===== src/rtl/uart_frame_parser.sv =====
// uart_frame_parser
//   Assembles command frames (HEADER, CMD, LEN, PAYLOAD[LEN], SUM) from the
//   byte stream of a UART receiver. It checks length, the modulo-256 checksum,
//   receiver line errors and the inter-byte timeout. A good frame is held in a
//   payload buffer until the consumer acknowledges it.
//
// Ports
//   clk, rst_n        clock, asynchronous active-low reset
//   rx_data/rx_done   received byte and its one-cycle strobe
//   check_err         receiver error flag, sampled with rx_done
//   frame_valid       level, a complete good frame is held
//   frame_cmd/len     CMD and LEN bytes of the held frame
//   frame_ack         consumer releases the held frame
//   rd_addr/rd_data   payload read port, 1-cycle registered latency
//   frame_err         one-cycle pulse on frame rejection
//   err_code          0=checksum 1=length 2=timeout 3=line error
//   drop_cnt          saturating count of bytes dropped while holding
//   busy              parser is not hunting for a header
module uart_frame_parser #(
    parameter logic [7:0] Header    = 8'h55,
    parameter int         MaxLen    = 16,
    parameter int         ClkFre    = 50_000_000,
    parameter int         TimeoutUs = 1000,
    localparam int        AW        = (MaxLen > 1) ? $clog2(MaxLen) : 1
) (
    input  logic          clk,
    input  logic          rst_n,
    input  logic [7:0]    rx_data,
    input  logic          rx_done,
    input  logic          check_err,
    output logic          frame_valid,
    output logic [7:0]    frame_cmd,
    output logic [7:0]    frame_len,
    input  logic          frame_ack,
    input  logic [AW-1:0] rd_addr,
    output logic [7:0]    rd_data,
    output logic          frame_err,
    output logic [1:0]    err_code,
    output logic [7:0]    drop_cnt,
    output logic          busy
);

    localparam int         TIMEOUT_CLKS = ClkFre / 1_000_000 * TimeoutUs;
    localparam int         CW           = (TIMEOUT_CLKS > 1) ? $clog2(TIMEOUT_CLKS) : 1;
    localparam logic [CW-1:0] TO_LAST   = CW'(TIMEOUT_CLKS - 1);
    localparam logic [7:0] MAX_LEN_B    = 8'(MaxLen);

    localparam logic [1:0] ERR_SUM  = 2'd0;
    localparam logic [1:0] ERR_LEN  = 2'd1;
    localparam logic [1:0] ERR_TOUT = 2'd2;
    localparam logic [1:0] ERR_LINE = 2'd3;

    typedef enum logic [2:0] {HUNT, CMD, LEN, DATA, SUM, HOLD} state_t;

    state_t          state, state_n;
    logic [7:0]      sum, sum_n;
    logic [7:0]      idx, idx_n;
    logic [7:0]      cmd_int, cmd_n;
    logic [7:0]      len_int, len_n;
    logic            err_n;
    logic [1:0]      code_n;
    logic            buf_we;
    logic            load_frame;
    logic            drop_inc;
    logic            receiving;
    logic [CW-1:0]   to_cnt;
    logic [7:0]      buf_mem [MaxLen];

    function automatic logic [7:0] sat_inc(input logic [7:0] v);
        return (v == 8'hFF) ? v : v + 8'd1;
    endfunction

    assign receiving   = (state == CMD) || (state == LEN) || (state == DATA) || (state == SUM);
    assign frame_valid = (state == HOLD);
    assign busy        = (state != HUNT);

    always_comb begin
        state_n    = state;
        sum_n      = sum;
        idx_n      = idx;
        cmd_n      = cmd_int;
        len_n      = len_int;
        err_n      = 1'b0;
        code_n     = err_code;
        buf_we     = 1'b0;
        load_frame = 1'b0;
        drop_inc   = 1'b0;
        case (state)
            HUNT: begin
                if (rx_done && !check_err && rx_data == Header)
                    state_n = CMD;
            end
            CMD, LEN, DATA, SUM: begin
                if (rx_done) begin
                    if (check_err) begin
                        err_n   = 1'b1;
                        code_n  = ERR_LINE;
                        state_n = HUNT;
                    end else begin
                        case (state)
                            CMD: begin
                                cmd_n   = rx_data;
                                sum_n   = rx_data;
                                state_n = LEN;
                            end
                            LEN: begin
                                if (rx_data > MAX_LEN_B) begin
                                    err_n   = 1'b1;
                                    code_n  = ERR_LEN;
                                    state_n = HUNT;
                                end else begin
                                    len_n   = rx_data;
                                    sum_n   = sum + rx_data;
                                    idx_n   = 8'd0;
                                    state_n = (rx_data == 8'd0) ? SUM : DATA;
                                end
                            end
                            DATA: begin
                                buf_we = 1'b1;
                                sum_n  = sum + rx_data;
                                idx_n  = idx + 8'd1;
                                if (idx == len_int - 8'd1)
                                    state_n = SUM;
                            end
                            SUM: begin
                                if (rx_data == sum) begin
                                    load_frame = 1'b1;
                                    state_n    = HOLD;
                                end else begin
                                    err_n   = 1'b1;
                                    code_n  = ERR_SUM;
                                    state_n = HUNT;
                                end
                            end
                            default: ;
                        endcase
                    end
                end else if (to_cnt == TO_LAST) begin
                    // A byte in the expiry cycle takes the branch above instead.
                    err_n   = 1'b1;
                    code_n  = ERR_TOUT;
                    state_n = HUNT;
                end
            end
            HOLD: begin
                drop_inc = rx_done;
                if (frame_ack)
                    state_n = HUNT;
            end
            default: state_n = HUNT;
        endcase
    end

    always_ff @(posedge clk or negedge rst_n) begin
        if (!rst_n) begin
            state     <= HUNT;
            sum       <= 8'd0;
            idx       <= 8'd0;
            cmd_int   <= 8'd0;
            len_int   <= 8'd0;
            to_cnt    <= '0;
            frame_err <= 1'b0;
            err_code  <= 2'd0;
            frame_cmd <= 8'd0;
            frame_len <= 8'd0;
            drop_cnt  <= 8'd0;
            rd_data   <= 8'd0;
        end else begin
            state     <= state_n;
            sum       <= sum_n;
            idx       <= idx_n;
            cmd_int   <= cmd_n;
            len_int   <= len_n;
            frame_err <= err_n;
            err_code  <= code_n;
            if (load_frame) begin
                frame_cmd <= cmd_int;
                frame_len <= len_int;
            end
            if (drop_inc)
                drop_cnt <= sat_inc(drop_cnt);
            // Idle gap counter only runs while a frame is partially received.
            if (rx_done || !receiving)
                to_cnt <= '0;
            else
                to_cnt <= to_cnt + CW'(1);
            rd_data <= buf_mem[rd_addr];
        end
    end

    // Payload storage carries no reset; it is only meaningful while holding.
    always_ff @(posedge clk) begin
        if (buf_we)
            buf_mem[idx[AW-1:0]] <= rx_data;
    end

endmodule


===== config.mk =====
export PLATFORM = sky130hd
export DESIGN_NAME = uart_frame_parser
export DESIGN_NICKNAME = d
export VERILOG_FILES = /design/src/rtl/uart_frame_parser.sv
export SDC_FILE = /design/constraint.sdc
export NUM_CORES = 1
export LEC_CHECK = 0
export ABC_AREA = 1
export CORE_ASPECT_RATIO = 1.4
export CORE_MARGIN = 1
export CORE_UTILIZATION = 35
export DETAILED_ROUTE_END_ITERATION = 12
export GPL_TIMING_DRIVEN = 0
export MAX_ROUTING_LAYER = met4
export SYNTH_ARGS = -nofsm -noshare
export SYNTH_HDL_FRONTEND = slang
export SYNTH_SLANG_ARGS = --single-unit

===== constraint.sdc =====
create_clock -name clk -period 5.86 [get_ports clk]
set_input_delay 0.879 -clock clk [delete_from_list [all_inputs] [get_ports clk]]
set_output_delay 0.879 -clock clk [all_outputs]
set_load 0.01 [all_outputs]

==> run_results.csv <==
group,metric,value,unit
synthesis,synthesis.area,0.00951,mm2
timing,holdWs,336,ps
detailed_routing,wire_per_inst,16.3,um
timing,hold_viol_final,0,
floorplanning,start_util,35.5,%
power_and_ir_drop,power,3.85,mW
timing,clock_skew,17.4,ps
timing,max_slew_margin,18.0,%
synthesis,yosysTopAreaCell,"edfxtp_1",
final_layout,fillers,2603,
global_routing,antenna_found_initial,0,
clock_tree,cts_hold_buf,0,
clock_tree,clock_path_buffers,3,
placement,numPortBuffers,49,
synthesis,synth-seq-area-share,63.0,%
final_layout,drive_gt1_share,6.97,%
detailed_routing,wl,22.1,mm
synthesis,synth-seq-cells,214,
placement,place_area,0.0105,mm2
job,maxCapViolCount,0,
critical_path,worstPathRequired,6260,ps
final_layout,multi_input_area,0.00299,mm2
floorplanning,ios,54,
synthesis,syn_inst,900,
timing,rsz0062_at_grt,"false",
timing,worst_pin_slew,1230,ps
final_layout,seq_area,0.00600,mm2
min_path,hold_path.class,"input pin to asynchronous set/reset pin",
timing,drv_slew,0,
global_routing,grt_max_degree,52,
critical_path,cpPeakStageDelay,1280,ps
synthesis,async_flop_share,40.2,%
synthesis,synth_nets,932,
power_and_ir_drop,power.density,343,mW/mm2
synthesis,synth-edff-count,128,
floorplanning,die_h,197,um
critical_path,critical_path_class,"input pin to flop",
final_layout,fin_area,0.0112,mm2
global_routing,grt_pass1_wl,34.8,mm
floorplanning,core,0.0268,mm2
timing,fmax,0.282,GHz
clock_tree,post-cts-setup-buffer-count,0,
floorplanning,rows,71,
clock_tree,clk_pin_slew_worst_paths,60,ps
critical_path,cp_slowest_cell,"clkdlybuf4s50_1",
synthesis,synthTopCellsByArea,"edfxtp_1 (40%), dfrtp_1 (23%), nand2_1 (6.4%)",
detailed_routing,vias,6495,
timing,fin_setup_tns,0,ps
global_routing,grt_util_all_layers,16.8,%
final_layout,syn_to_final_growth,17.8,%
detailed_routing,first_pass_iters,7,
timing,setup_violations,0,
clock_tree,clock_tree.root_cell,"clkbuf_16",
synthesis,yosysWarnings,0,
floorplanning,die_w,141,um
detailed_routing,drcViolationCount,0,
final_layout,finish.utilization,41.8,%
clock_tree,clk_latency,510,ps
detailed_routing,drtAntennaViolNets,0,
clock_tree,cts_made_buffers,22,
clock_tree,cts_sinks,214,
synthesis,ys.flop_type,"edfxtp_1",
detailed_routing,routed_via_density,4.79,
floorplanning,die_area,0.0279,mm2
critical_path,startpoint_type,"input pin",
final_layout,nNetsFinal,1006,
power_and_ir_drop,p_leak,4.51,nW
critical_path,critPathCaptureType,"flop",
detailed_routing,drtIter0Drc,335,
clock_tree,cts_max_level,1,
critical_path,crit_chain,"clkdlybuf4s50_1 > ha_1 > inv_1 > nand3_1 > nor2_1 > nand3_1 > nor2_4 > inv_2 > clkbuf_1 > nand2_1 > nand2_1",
critical_path,critical_path_arrival,3940,ps
synthesis,ys_types,38,
placement,routabilityCongestion,0.878,
clock_tree,cts_tree,"yes",
power_and_ir_drop,ir_worst_vdd,210,uV
critical_path,ff2ff_setup_slack,3290,ps
placement,dp_hpwl,15.4,mm
synthesis,avgSynthCellArea,10.6,um2
final_layout,diodes,0,
critical_path,worstPathMaxFanout,21,
global_routing,grt_overflow_total,0,
synthesis,synth_top_area_share,40.4,%
status,status,"complete, no violations",
timing,finalCritPeriodShare,60.5,%
clock_tree,ctsResizeCount,0,
timing,fin_crit,3540,ps
global_routing,grt_pass1_vias,6434,
worst max-delay path, delay by kind of cell:
kind          cells  cell delay, ps
simple gates      6             870
fa+ha+maj         1             400
buf+inv           4            1770
registers in the layout, indices dropped and copies added, names as in the netlist, 8 cells and up:
name,count
to_cnt,16
cmd_int,8
rd_data,8
frame_cmd,8
sum,8
drop_cnt,8
frame_len,8
buf_mem,128
idx,8
len_int,8
placed cells by master, fill, tap and decap left out, drive strengths merged, types with 32 or more instances in the layout:
master / count
clkdlybuf4s50: 48
nand2: 164
o211ai: 33
nor2: 68
mux2i: 32
o21ai: 88
clkbuf: 52
a21oi: 60
edfxtp: 128
inv: 103
dfrtp: 86
nand3: 39
kinds of logic (layout without fill, tap and decap cells):
logic type / count (synthesis) / count (layout) / synth area share [%]
xor+xnor: 19 / 19 / 1.75
buf+inv: 135 / 225 / 5.51
compound gates: 187 / 187 / 11.0
fa+ha+maj: 15 / 15 / 2.05
flops: 214 / 214 / 63.0
mux: 33 / 33 / 3.49
simple gates: 297 / 297 / 13.2
worst paths after layout:
kind                            depth (start not counted)       start       endpoint
worst max-delay path                                   11  rx_data[5]   frame_len[5]
worst min-delay path                                    1       rst_n    drop_cnt[6]
worst max register to register                          8    state[2]  buf_mem[9][5]
worst min register to register                          1   to_cnt[0]      to_cnt[0]
max in group asynchronous                               2       rst_n     rd_data[0]
min in group clk                                        1   to_cnt[0]      to_cnt[0]
report_power, final:
group,switching [mW],internal (mW)
combinational,0.419,0.246
clock,0.575,0.816
sequential,0.0797,1.71
total,1.07,2.77
final cells by class:
| type | count | area share, % |
|---|---|---|
| Buffer | 31 | 1.19 |
| Multi-Input combinational cell | 551 | 26.7 |
| Clock buffer | 31 | 5.43 |
| Timing Repair Buffer | 50 | 4.60 |
| Inverter | 104 | 3.48 |
| Sequential cell | 214 | 53.5 |
| Tap cell | 365 | 4.08 |
| Clock inverter | 9 | 0.994 |
synth_stat cells, types with 11 or more instances:
cell	number
ha_1	14
dfrtp_1	86
nand3_1	39
nor2_1	63
nor3_1	11
xor2_1	14
clkbuf_1	21
nand2_1	163
inv_1	90
a21oi_1	60
mux2i_1	32
edfxtp_1	128
inv_2	12
o211ai_1	33
o21ai_1	22
o21ai_0	66
stage by stage:
step           setup WS, ps  instances
2_1_floorplan          3510        900
3_3_place_gp            500       1314
3_5_place_dp           1900       1315
4_1_cts                2420       1355
5_1_grt                2170       1355
6_report               2320       1355
layer usage:
metal	up-vias	wire (um)	track usage, %
met5	-	0	-
met4	0	775	6.64
met3	44	969	2.25
met2	153	11600	30.2
met1	3059	8830	18.7
li1	3239	-	-
Note: power is estimated with default switching activity, not from simulation.
==> patch 1: new RTL, config.mk and constraints unchanged <==
The 6 states of `state_t` get a one-hot encoding in 6 bits.
--- a/src/rtl/uart_frame_parser.sv
+++ b/src/rtl/uart_frame_parser.sv
@@ -50,7 +50,7 @@
     localparam logic [1:0] ERR_TOUT = 2'd2;
     localparam logic [1:0] ERR_LINE = 2'd3;
 
-    typedef enum logic [2:0] {HUNT, CMD, LEN, DATA, SUM, HOLD} state_t;
+    typedef enum logic [5:0] {HUNT = 6'b000001, CMD = 6'b000010, LEN = 6'b000100, DATA = 6'b001000, SUM = 6'b010000, HOLD = 6'b100000} state_t;
 
     state_t          state, state_n;
     logic [7:0]      sum, sum_n;
Formal check against the unedited RTL: no difference found for any inputs over 4 cycles, from zero or initial values and one cycle with rst_n low; so few cycles prove little.
==> patch 1 against the original RTL <==
Sequential share of layout area is 0.53 points lower. Final cell count is 1.6% higher. Fmax is 3.8% higher. Register-to-register slack better by 0.12 ns. Utilization is 0.53 points higher. Worst setup slack better by 0.13 ns. Wire length is 4.8% higher. Final area is 2.3% higher. Area after synthesis is 2.3% higher. Sequential cell count is 3 higher. Highest routed layer unchanged. Total power hardly changed. Combinational power is 8.4% lower.
==> patch 1: results (changes against the original RTL) <==
| Metric | Value |
|---|---|
| Ys async rst share | `41.0% (+0.83 points)` |
| Flop-to-flop setup slack | `3.41 ns (+0.12 ns)` |
| FF-to-FF Start | `state[4]$_DFFE_PN0P_` |
| Hpwl dp | `15.7 mm (+1.7%)` |
| Nets | `1027 (+2.1%)` |
| Met3 GRT Util | `2.49% (+0.24 points)` |
| Number of CTS-inserted buffers | `23 (+4.5%)` |
| Layout area overhead | `17.7% (about the same)` |
| GR Util met1 | `19.8% (+1.1 points)` |
| Total Routing Usage GR | `17.5% (+0.70 points)` |
| DRT Pass-1 Iters | `5 (-2)` |
| Mean number of vias per cell | `4.88 (+1.8%)` |
| Switch Pwr | `1.04 mW (-2.9%)` |
| Worst Reg2Reg Path Length in Cells | `5 (-3)` |
| Vias in the first global route | `6789 (+5.5%)` |
| Crit Path Max Fanout | `23 (+9.5%)` |
| Fillers | `2592 (-0.42%)` |
| Synth Instances | `919 (+2.1%)` |
| Met2 GRT Util | `30.8% (+0.57 points)` |
| Routed WL | `23.2 mm (+4.8%)` |
| Pleak | `4.57 nW (+1.5%)` |
| Post-synthesis sequential area ratio | `62.4% (-0.64 points)` |
| Largest net degree at the start of global routing | `69 (+33%)` |
| Post-Route Skew | `0.0174 ns (-0.00000150 ns)` |
| Crit-path max cell delay | `1.23 ns (-0.05 ns)` |
| Arrival time worst endpoint | `3.80 ns (-0.14 ns)` |
| Peak VDD IR | `206 uV (-2.1%)` |
| DRT iter0 DRCs | `435 (+30%)` |
| IO Port Bufs | `50 (+2.0%)` |
| Status | `finished, final reports clean` |
| Placed cells | `1335 (+1.5%)` |
| Layout cells sized above 1 | `7.02% (+0.046 points)` |
| Synth top cells by count | `nand2_1, edfxtp_1, inv_1` |
| Synth Flop Type | `edfxtp_1` |
| Top post-synthesis cells by area | `edfxtp_1, dfrtp_1, nand2_1` |
| Net Count, Synth | `951 (+2.0%)` |
| RR Endpoint | `buf_mem[11][7]$_DFFE_PP_` |
| Relative slew margins | `18.8% (+0.81 points)` |
## patch 1: changes by cell type after synthesis, moves of 7 or more
cell     change
inv_2        -7
a21oi_1     -13
o21ai_1     -16
o21ai_0     +22
nand4_1     +16
inv_1       +15
## patch 1: metal layers
layer | wire length (um) | up-vias
li1 | - | 3301
met1 | 9530 | 3189
met2 | 11700 | 180
met3 | 1190 | 48
met4 | 826 | 0
met5 | 0 | -
## patch 1: how the worst max path moves through the flow
stage,from,end,slack (ns),cells after the start
floorplan,rx_done,buf_mem[0][0]$_DFFE_PP_,3.56,6
global placement,rst_n,drop_cnt[6]$_DFFE_PN0P_,0.39,1
detailed placement,rx_data[4],frame_cmd[1]$_DFFE_PN0P_,1.84,8
CTS,rx_data[4],frame_cmd[1]$_DFFE_PN0P_,2.37,8
global route,rx_data[4],frame_cmd[1]$_DFFE_PN0P_,2.24,9
finish,rx_data[4],frame_cmd[6]$_DFFE_PN0P_,2.45,9
## patch 1: power by group through the flow
stage                     Combinational [mW]  Clock (mW)  Sequential [mW]
final                                  0.609        1.45             1.79
after floorplan                        0.410           0             1.81
after CTS                              0.612        1.47             1.79
after global placement                 0.602           0             1.82
after global routing                   0.691        1.52             1.81
after detailed placement               0.608           0             1.82
## patch 1: worst register-to-register path, delay by kind of cell (launching register included)
family / cells / cell delay (ns)
and+or+nand+nor: 5 / 1.64
DFF: 1 / 0.43
## patch 1: logic make-up (layout without fill, tap and decap cells)
family | after synthesis | after routing | share of synthesized area, %
AO/OA/AOI/OAI | 181 | 181 | 10.3
XOR/XNOR | 22 | 22 | 1.98
adder cells (fa/ha/maj) | 15 | 15 | 2.01
buffers and inverters | 140 | 233 | 5.68
flip-flops | 217 | 217 | 62.4
multiplexers | 33 | 33 | 3.41
AND/OR/NAND/NOR | 311 | 311 | 14.2
## patch 1: through the flow
stage          setup WS [ns]  hold WS [ns]  total power [mW]
5_1_grt                 2.24         0.288              4.02
6_report                2.45         0.271              3.85
4_1_cts                 2.37         0.269              3.88
3_5_place_dp            1.84         0.457              2.43
2_1_floorplan           3.56         0.433              2.22
3_3_place_gp           0.391         0.449              2.42
## patch 1: area by class of cell
cell class,count,area share (%)
flip-flops and latches,217,53.0
multi-input cells,562,27.1
clock buffers,30,5.25
repair buffers,51,4.59
well taps,365,3.98
inverters,111,3.64
clock inverters,12,1.24
plain buffers,29,1.19
==> patch 2: new RTL, same settings <==
Made on the original files. Change the parameter `TimeoutUs` from 1000 to 500.
--- a/src/rtl/uart_frame_parser.sv
+++ b/src/rtl/uart_frame_parser.sv
@@ -20,7 +20,7 @@
     parameter logic [7:0] Header    = 8'h55,
     parameter int         MaxLen    = 16,
     parameter int         ClkFre    = 50_000_000,
-    parameter int         TimeoutUs = 1000,
+    parameter int         TimeoutUs = 500,
     localparam int        AW        = (MaxLen > 1) ? $clog2(MaxLen) : 1
 ) (
     input  logic          clk,
Behaviour: same outputs for any inputs over 4 cycles, from zero or initial values and one cycle with rst_n low; that may be too few to reach the edited logic, so the function may still have changed.
==> patch 2 against the original RTL <==
Hold slack got worse by 0.070 ns. Wire length rose by 3.3%. Sequential cell count fell by 1. Clock skew rose by 0.015 ns. Worst setup slack improved by 0.059 ns. Combinational power rose by 8.7%. Count of clock-buffer cells in the layout fell by 2. Area after synthesis rose by 0.16%. Sequential share of layout area fell by 0.25 points. Largest power group unchanged. Final area barely moved. Total power rose by 1.5%.
==> patch 2: results (changes against the original RTL) <==
| Metric | Value |
|---|---|
| First-pass GRT wire length | `36.2 mm (+4.1%)` |
| Synth top cells by count | `nand2_1, edfxtp_1, inv_1` |
| Final WS setup | `2.37 ns (+0.0593 ns)` |
| Post-synthesis mux area share | `3.60% (+0.11 points)` |
| WL/cell | `17.1 um (+4.9%)` |
| DRT iter0 DRCs | `329 (-1.8%)` |
| Global placement routability congestion | `0.890 (+1.4%)` |
| Fin Hold WS | `0.266 ns (-0.0705 ns)` |
| Netlist cell types | `40 (+5.3%)` |
| Met2 GRT Util | `30.1% (-0.11 points)` |
| Crit path to | `frame_len[4]$_DFFE_PN0P_` |
| Met3 GRT Util | `2.01% (-0.24 points)` |
| Compound-Gate Fraction of Synth Area | `10.7% (-0.33 points)` |
| Vias | `6533 (+0.59%)` |
| Vias in the first global route | `6652 (+3.4%)` |
| Pleak | `4.46 nW (-1.1%)` |
| Top post-synthesis cells by area | `edfxtp_1, dfrtp_1, nand2_1` |
| Combinational Power Share | `18.5% (+1.2 points)` |
| Flop-to-flop setup slack | `3.41 ns (+0.12 ns)` |
| Critical path launch point | `rx_data[4]` |
| Ys async rst share | `39.9% (-0.28 points)` |
| Worst Reg2Reg Path Length in Cells | `7 (-1)` |
| Avg Inst Size Synth | `10.8 um2 (+2.4%)` |
| Total Routing Usage GR | `17.5% (+0.69 points)` |
| RR Endpoint | `buf_mem[7][5]$_DFFE_PP_` |
| Status | `finished, final reports clean` |
| Arrival time worst endpoint | `3.89 ns (-0.05 ns)` |
| Crit Path Max Fanout | `23 (+9.5%)` |
| Post-Route Skew | `0.0328 ns (+0.0154 ns)` |
| Peak VDD IR | `230 uV (+9.6%)` |
| PwrDens | `348 nW/um2 (+1.5%)` |
| Dpl ws | `1.86 ns (-0.0477 ns)` |
| Switching part of the total | `29.0% (+1.1 points)` |
| Largest net degree at the start of global routing | `65 (+25%)` |
| H-tree levels | `1 (unchanged)` |
| Net Count, Synth | `912 (-2.1%)` |
| Mean number of vias per cell | `4.89 (+2.1%)` |
| Hpwl dp | `15.6 mm (+1.2%)` |
| Relative slew margins | `12.7% (-5.3 points)` |
| Placed cells | `1296 (-1.4%)` |
| GR Util met1 | `20.4% (+1.8 points)` |
| IO Port Bufs | `50 (+2.0%)` |
| Post-Synth Adder-Cell Area | `2.05% (-0.0032 points)` |
| XOR/XNOR share of the synthesized area | `2.11% (+0.36 points)` |
==> patch 2: cell count changes in the layout (fill, tap and decap cells not counted), sizes merged, moves of 3 or more <==
cell	change
nand2	-7
inv	-9
nor4	+5
nand4	+8
a21oi	-6
nor3	-7
xnor2	+5
clkbuf	-6
nand3	-3
==> patch 2: layout make-up <==
class / count / area (um2)
buffer: 29 / 146
sequential: 213 / 5970
clock inverter: 10 / 113
multi-input combinational: 544 / 3060
fill: 2605 / 15600
timing repair buffer: 51 / 526
inverter: 94 / 353
clock buffer: 29 / 587
tap: 365 / 457
==> patch 2: per-layer routing <==
| metal | up-vias | share of wire, % | wire (um) |
|---|---|---|---|
| met5 | - | 0 | 0 |
| met4 | 0 | 4.4 | 1010 |
| met3 | 57 | 4.5 | 1020 |
| met2 | 181 | 50 | 11400 |
| met1 | 3115 | 41 | 9420 |
| li1 | 3180 | - | - |
